**src/rtl/mul_bitslice_4bit.sv**
```systemverilog
// One registered column slice of a 4-bit unsigned array multiplier.
// Latency: 1 cycle from A/B/cIn to out/cOut; accepts new operands every cycle.
// Backpressure: none; free-running pipeline register, no handshake.
//
// Ports:
//   out   - registered product bit for this column
//   cOut  - registered carry to the next column, in units of 2 (0..5)
//   A     - multiplicand, pre-shifted left by (3 - column) by the parent
//   B     - multiplier
//   cIn   - carry from the previous column (0 for column 0)
//   clk   - rising-edge clock
//   reset - synchronous, active-high reset
module mul_bitslice_4bit (
    output logic       out,
    output logic [2:0] cOut,
    input  logic [3:0] A,
    input  logic [3:0] B,
    input  logic [2:0] cIn,
    input  logic       clk,
    input  logic       reset
);

    logic [3:0] pp;
    logic [3:0] col_sum;
    logic       out_d;
    logic       out_q;
    logic [2:0] cout_d;
    logic [2:0] cout_q;

    // The parent's pre-shift lines up multiplicand bit (column - j)
    // opposite multiplier bit j, hence the reversed index on A.
    always_comb begin
        for (int j = 0; j < 4; j++) begin
            pp[j] = A[3-j] & B[j];
        end
    end

    // Worst case 4 partial products + carry of 7 = 11, which fits in 4 bits,
    // so the outgoing carry (sum / 2) never exceeds 5 and never overflows.
    always_comb begin
        col_sum = {3'b000, pp[0]} + {3'b000, pp[1]} + {3'b000, pp[2]}
                + {3'b000, pp[3]} + {1'b0, cIn};
        out_d   = col_sum[0];
        cout_d  = col_sum[3:1];
    end

    always_ff @(posedge clk) begin
        if (reset) begin
            out_q  <= 1'b0;
            cout_q <= 3'b000;
        end else begin
            out_q  <= out_d;
            cout_q <= cout_d;
        end
    end

    assign out  = out_q;
    assign cOut = cout_q;

endmodule

```
**config.mk**
```make
export PLATFORM = sky130hd
export DESIGN_NAME = mul_bitslice_4bit
export DESIGN_NICKNAME = d
export VERILOG_FILES = /design/src/rtl/mul_bitslice_4bit.sv
export SDC_FILE = /design/constraint.sdc
export NUM_CORES = 1
export LEC_CHECK = 0
export ABC_AREA = 1
export ABC_CLOCK_PERIOD_IN_PS = 2000
export BUFFER_PORTS_ARGS = -buffer_cell sky130_fd_sc_hd__buf_2
export CELL_PAD_IN_SITES_DETAIL_PLACEMENT = 1
export CELL_PAD_IN_SITES_GLOBAL_PLACEMENT = 2
export CORE_MARGIN = 2
export CORE_UTILIZATION = 15
export CTS_CLUSTER_DIAMETER = 120
export CTS_CLUSTER_SIZE = 30
export DETAILED_ROUTE_END_ITERATION = 6
export PLACE_DENSITY = 0.67
export SETUP_SLACK_MARGIN = 0.05
export SKIP_LAST_GASP = 1
export SLEW_MARGIN = 20
export SYNTH_ARGS = -nofsm -noshare
export SYNTH_HDL_FRONTEND = slang
export SYNTH_SLANG_ARGS = --single-unit
```
**constraint.sdc**
```tcl
create_clock -name clk -period 2 [get_ports clk]
set_input_delay 0.3 -clock clk [delete_from_list [all_inputs] [get_ports clk]]
set_output_delay 0.3 -clock clk [all_outputs]
set_load 0.005 [all_outputs]
```
==> impl_metrics.py, run 1 <==
metrics = {
    "outcome": {
        "status": "complete, no violations",
    },
    "global_route": {
        "grt_usage_pct": 7.12,
        "grt_pass1_wl_um": 917,
        "grt-ovfl-total": 0,
        "antenna_found_initial": 0,
        "grt_start_max_net_pins": 4,
        "first_global_vias": 247,
    },
    "place": {
        "port_buffers": 16,
        "routabilityCongestion": 0.598,
        "hpwl_um": 422,
    },
    "clock_tree": {
        "cts_resized": 0,
        "cts.sinks": 4,
        "cts_tree": "yes",
        "clk_pin_slew_ns": 0.03,
        "htree_levels": 1,
        "cts_inserted_buffers": 3,
        "clockBufferDepth": 2,
        "post_cts_buffers": 0,
        "cts_hold_buf": 0,
        "ctsRootBufferMaster": "clkbuf_4",
    },
    "synthesis": {
        "synth_top_cell_by_area": "dfxtp_1",
        "yosysUniqueCellTypes": 9,
        "yosysTopAreaCellShare_pct": 34.8,
        "syn_area_per_cell_um2": 8.53,
        "ys_top_cells_by_count": "7 x nand2_1, 6 x inv_1, 4 x dfxtp_1",
        "synthCells": 27,
        "synth_warnings": 0,
        "ys_seq_elements": 4,
        "yosys-top-cells-area": "dfxtp_1 35%, fa_1 26%, nand2_1 11%",
        "yosysMostFrequentCell": "nand2_1",
        "synthArstFlopShare_pct": 0,
        "ys_seq_area_share_pct": 34.8,
        "syn_nets": 44,
        "synth_edf_count": 0,
        "synth-main-ff-cell": "dfxtp_1",
        "syn_area_um2": 230,
    },
    "job": {
        "cap_viol_max_count": 0,
    },
    "routing": {
        "drt-pass1-iter-count": 2,
        "drt.antenna.violating_nets": 0,
        "wl_um": 473,
        "drcViolationCount": 0,
        "post_drt_wl_per_cell_um": 7.51,
        "vias_per_cell": 3.59,
        "vias": 226,
        "dr.first_iter.drc_count": 1,
    },
    "die": {
        "die-area_um2": 1860,
        "die_h_um": 43.2,
        "ios": 17,
        "placeableCoreArea_um2": 1470,
        "start_util_pct": 15.6,
        "die_w_um": 43.2,
        "row_count": 14,
    },
    "power": {
        "ir_worst_vdd_uv": 141,
        "switching_share_pct": 23.8,
        "power.share.sequential_pct": 37.2,
        "clkPwrFrac_pct": 39.4,
        "p_sw_uw": 58.0,
        "p_int_uw": 186,
        "share_comb_of_total_power_pct": 23.4,
        "p_leak_uw": 0.000211,
        "p_per_area_nw_per_um2": 676,
    },
    "finish": {
        "drive_gt1_share_pct": 46.8,
        "fill_cells": 200,
        "n_antenna_cell": 0,
        "seqCellArea_um2": 80.1,
        "area_delta_synth_final_pct": 56.5,
        "final_nets": 66,
        "utilization_pct": 24.5,
        "multiInputGateArea_um2": 124,
    },
    "timing": {
        "holdWs_ns": 0.271,
        "rsz0062_at_grt": "no",
        "drv_slew": 0,
        "fin_crit_sh_pct": 90.5,
        "tightest_slew_ns": 0.105,
        "hold_viol_final": 0,
        "setup_violations": 0,
        "fin_crit_ns": 1.81,
        "max_freq_ghz": 0.553,
        "relSlewSlack_pct": 92.9,
    },
    "critical_path": {
        "cp_max_fo": 2,
        "worstSetupStartpointType": "primary input",
        "endpoint_kind": "register",
        "critPathKind": "primary input to register",
        "critPathRequiredTime_ns": 2.12,
        "critPathArrivalTime_ns": 1.93,
    },
    "hold_path": {
        "hp-class": "primary input to register",
    },
}
layout make-up:
type                    count  share of cell area (%)
well taps                  16                    5.56
flip-flops and latches      4                    22.2
repair buffers             17                    24.3
multi-input cells          16                    34.4
inverters                   7                    7.29
clock buffers               3                    6.25
critical path, stage by stage:
cell and delay (ns):
buf_2 0.07, nand2_1 0.07, fa_1 0.48, fa_1 0.42, inv_1 0.09, fa_1 0.41
inv_1 0.06, nor2_1 0.03
layout by cell type, fill, tap and decap left out:
cell type  count
ha_1           1
o21ai_1        1
inv_2          1
buf_4          1
fa_1           3
clkbuf_4       3
dfxtp_1        4
a21oi_2        1
buf_2         16
nor2_1         3
inv_1          6
nand2_1        7
flip-flops by register name, indices dropped and copies added, names as in the netlist:
signal	cells
cOut	3
out	1
kinds of logic (layout without fill, tap and decap cells):
group	Yosys count	in the layout	synth area share, %
and+or+nand+nor	10	10	16.3
buffers and inverters	7	27	11.4
adders and majority gates	4	4	31.5
DFF	4	4	34.8
AOI/OAI and AO/OA	2	2	5.98
power groups by stage:
| stage | sequential (µW) | combinational (µW) | clock (µW) |
|---|---|---|---|
| finish | 90.6 | 57.0 | 96.1 |
| detailed placement | 92.0 | 58.9 | 0 |
| global placement | 91.6 | 57.7 | 0 |
| floorplan | 93.9 | 27.8 | 0 |
| CTS | 90.8 | 58.9 | 102 |
| global route | 91.2 | 69.6 | 104 |
worst paths after layout:
path	startpoint	endpoint	cells after the start
max	A[3]	cOut[0]$_SDFF_PP0_	8
min	reset	out$_SDFF_PP0_	2
per-layer routing:
| layer | up-vias | global-route usage [%] | wire length [µm] |
|---|---|---|---|
| met5 | - | 0 | 0 |
| met4 | 0 | 9.09 | 10 |
| met3 | 2 | 1.28 | 31 |
| met2 | 7 | 12.2 | 244 |
| met1 | 100 | 5.96 | 186 |
| li1 | 117 | - | - |
through the flow:
step	power [µW]	area [µm²]	setup WS (ns)	setup TNS [ns]	instances
CTS	252	360	0.180	0	63
finish	244	360	0.190	0	63
detailed placement	151	338	-0.0654	-0.0654	60
floorplan	122	230	0.0812	0	27
global route	265	360	0.0651	0	63
global placement	149	338	-0.0461	-0.0461	60
Note: power is estimated with default switching activity, not from simulation.
==> run 2, diff against run 1 <==
==> constraint.sdc (replaced) <==
create_clock -name clk -period 2 [get_ports clk]
set_input_delay 0.4 -clock clk [delete_from_list [all_inputs] [get_ports clk]]
set_output_delay 0.4 -clock clk [all_outputs]
set_load 0.005 [all_outputs]
==> impl_metrics.py, run 2 (same netlist as run 1, synthesis figures left out) <==
metrics = {
    "routing": {
        "vias_per_cell": 3.69,
        "post_drt_wl_per_cell_um": 7.63,
        "dr_wl_met3_um": 32,
        "maxUsedRoutingLayer": "met4",
        "drt-pass1-iter-count": 2,
        "dr.first_iter.drc_count": 3,
        "met1_length_um": 175,
        "drt.antenna.violating_nets": 0,
        "wl_met2_um": 256,
        "wl_um": 473,
        "vias": 229,
        "drcViolationCount": 0,
    },
    "timing": {
        "fin_crit_sh_pct": 89.3,
        "max_freq_ghz": 0.560,
        "setup_violations": 0,
        "hold_viol_final": 0,
        "drv_slew": 0,
        "rsz0062_at_grt": "no",
        "relSlewSlack_pct": 93.0,
        "fin_crit_ns": 1.79,
        "tightest_slew_ns": 0.104,
    },
    "finish": {
        "final_nets": 65,
        "mostFrequentLayoutCells": "16 x buf_2, 7 x nand2_1, 5 x inv_1",
        "n_antenna_cell": 0,
        "fin_area_um2": 355,
        "final_common_cell": "buf_2",
        "area_delta_synth_final_pct": 54.3,
        "drive_gt1_share_pct": 50.0,
        "fill_cells": 192,
        "largest_register_ffs": 3,
        "utilization_pct": 24.1,
    },
    "place": {
        "port_buffers": 16,
        "routabilityCongestion": 0.609,
        "place_area_um2": 333,
    },
    "power": {
        "ir_worst_vdd_uv": 108,
        "p_leak_uw": 0.000204,
        "p_per_area_nw_per_um2": 680,
        "total_power_uw": 242,
    },
    "die": {
        "start_util_pct": 15.6,
        "ios": 17,
        "die-area_um2": 1860,
        "row_count": 14,
        "die_h_um": 43.2,
        "die_w_um": 43.2,
        "placeableCoreArea_um2": 1470,
    },
    "critical_path": {
        "crit_family": "adder cells",
        "crit_chain": "buf_2, inv_1, fa_1, fa_2, inv_2, fa_1, inv_1, nor2_1",
        "cp-startpoint": "cIn[0]",
        "worstSetupStartpointType": "primary input",
        "path_buf_inv": 4,
        "critPathArrivalTime_ns": 1.91,
        "critPathKind": "primary input to register",
        "slowest_stage": "fa_1",
        "endpoint_kind": "register",
        "critPathRequiredTime_ns": 2.12,
        "slowest_delay_ns": 0.49,
        "cp_max_fo": 2,
    },
    "clock_tree": {
        "cts_hold_buf": 0,
        "cts_tree": "yes",
        "htree_levels": 1,
        "cts_resized": 0,
        "ctsRootBufferMaster": "clkbuf_4",
        "clockBufferDepth": 2,
        "cts_inserted_buffers": 3,
        "cts.sinks": 4,
        "post_cts_buffers": 0,
        "clk_pin_slew_ns": 0.03,
    },
    "outcome": {
        "status": "complete, no violations",
    },
    "global_route": {
        "antenna_found_initial": 0,
        "grt_pass1_wl_um": 793,
        "grt-ovfl-total": 0,
        "first_global_vias": 233,
        "grt_start_max_net_pins": 4,
        "grt_usage_pct": 6.17,
    },
    "hold_path": {
        "worstHoldStart": "reset",
        "min_path_cells": 2,
        "hp-class": "primary input to register",
        "hold_end": "out$_SDFF_PP0_",
    },
    "job": {
        "cap_viol_max_count": 0,
    },
}
[run 2: cell types whose count changed in the layout (fill, tap and decap cells not counted), sizes merged]
| cell | previous run | this run |
|---|---|---|
| buf | 17 | 16 |
[run 2: routing by layer]
layer	track usage (%)	vias to the layer above
met5	0	-
met4	7.27	0
met3	1.70	2
met2	9.85	7
met1	5.71	105
li1	-	115
[run 2: power breakdown]
group	internal [µW]	switching (µW)	leakage [µW]
registers	89.1	1.47	0.0000332
clock network	66.8	28.5	0.0000138
logic	28.3	27.4	0.000157
total	184	57.4	0.000204
[run 2: worst max-delay path by stage]
stage	endpoint	slack, ns	depth (start not counted)
after floorplan	cOut[0]$_SDFF_PP0_	0.09	7
after global placement	cOut[0]$_SDFF_PP0_	-0.03	8
after detailed placement	cOut[0]$_SDFF_PP0_	-0.03	8
after CTS	cOut[0]$_SDFF_PP0_	0.21	8
after global routing	cOut[0]$_SDFF_PP0_	0.14	8
final	cOut[0]$_SDFF_PP0_	0.21	8
[run 2: through the flow]
| stage | setup slack (ns) | TNS (ns) | cells | hold WS (ns) |
|---|---|---|---|---|
| finish | 0.215 | 0 | 62 | 0.371 |
| global route | 0.143 | 0 | 62 | 0.371 |
| CTS | 0.213 | 0 | 62 | 0.369 |
| detailed placement | -0.0299 | -0.0299 | 59 | 0.608 |
| global placement | -0.0261 | -0.0261 | 59 | 0.606 |
| floorplan | 0.0923 | 0 | 27 | 0.467 |
[run 2: layout make-up]
cell class                      instances  area, µm²  share of cell area (%)
Clock buffer                            3       22.5                    6.34
Timing Repair Buffer                   16       80.1                    22.5
Multi-Input combinational cell         16        126                    35.6
Sequential cell                         4       80.1                    22.5
Tap cell                               16       20.0                    5.63
Inverter                                7       26.3                    7.39
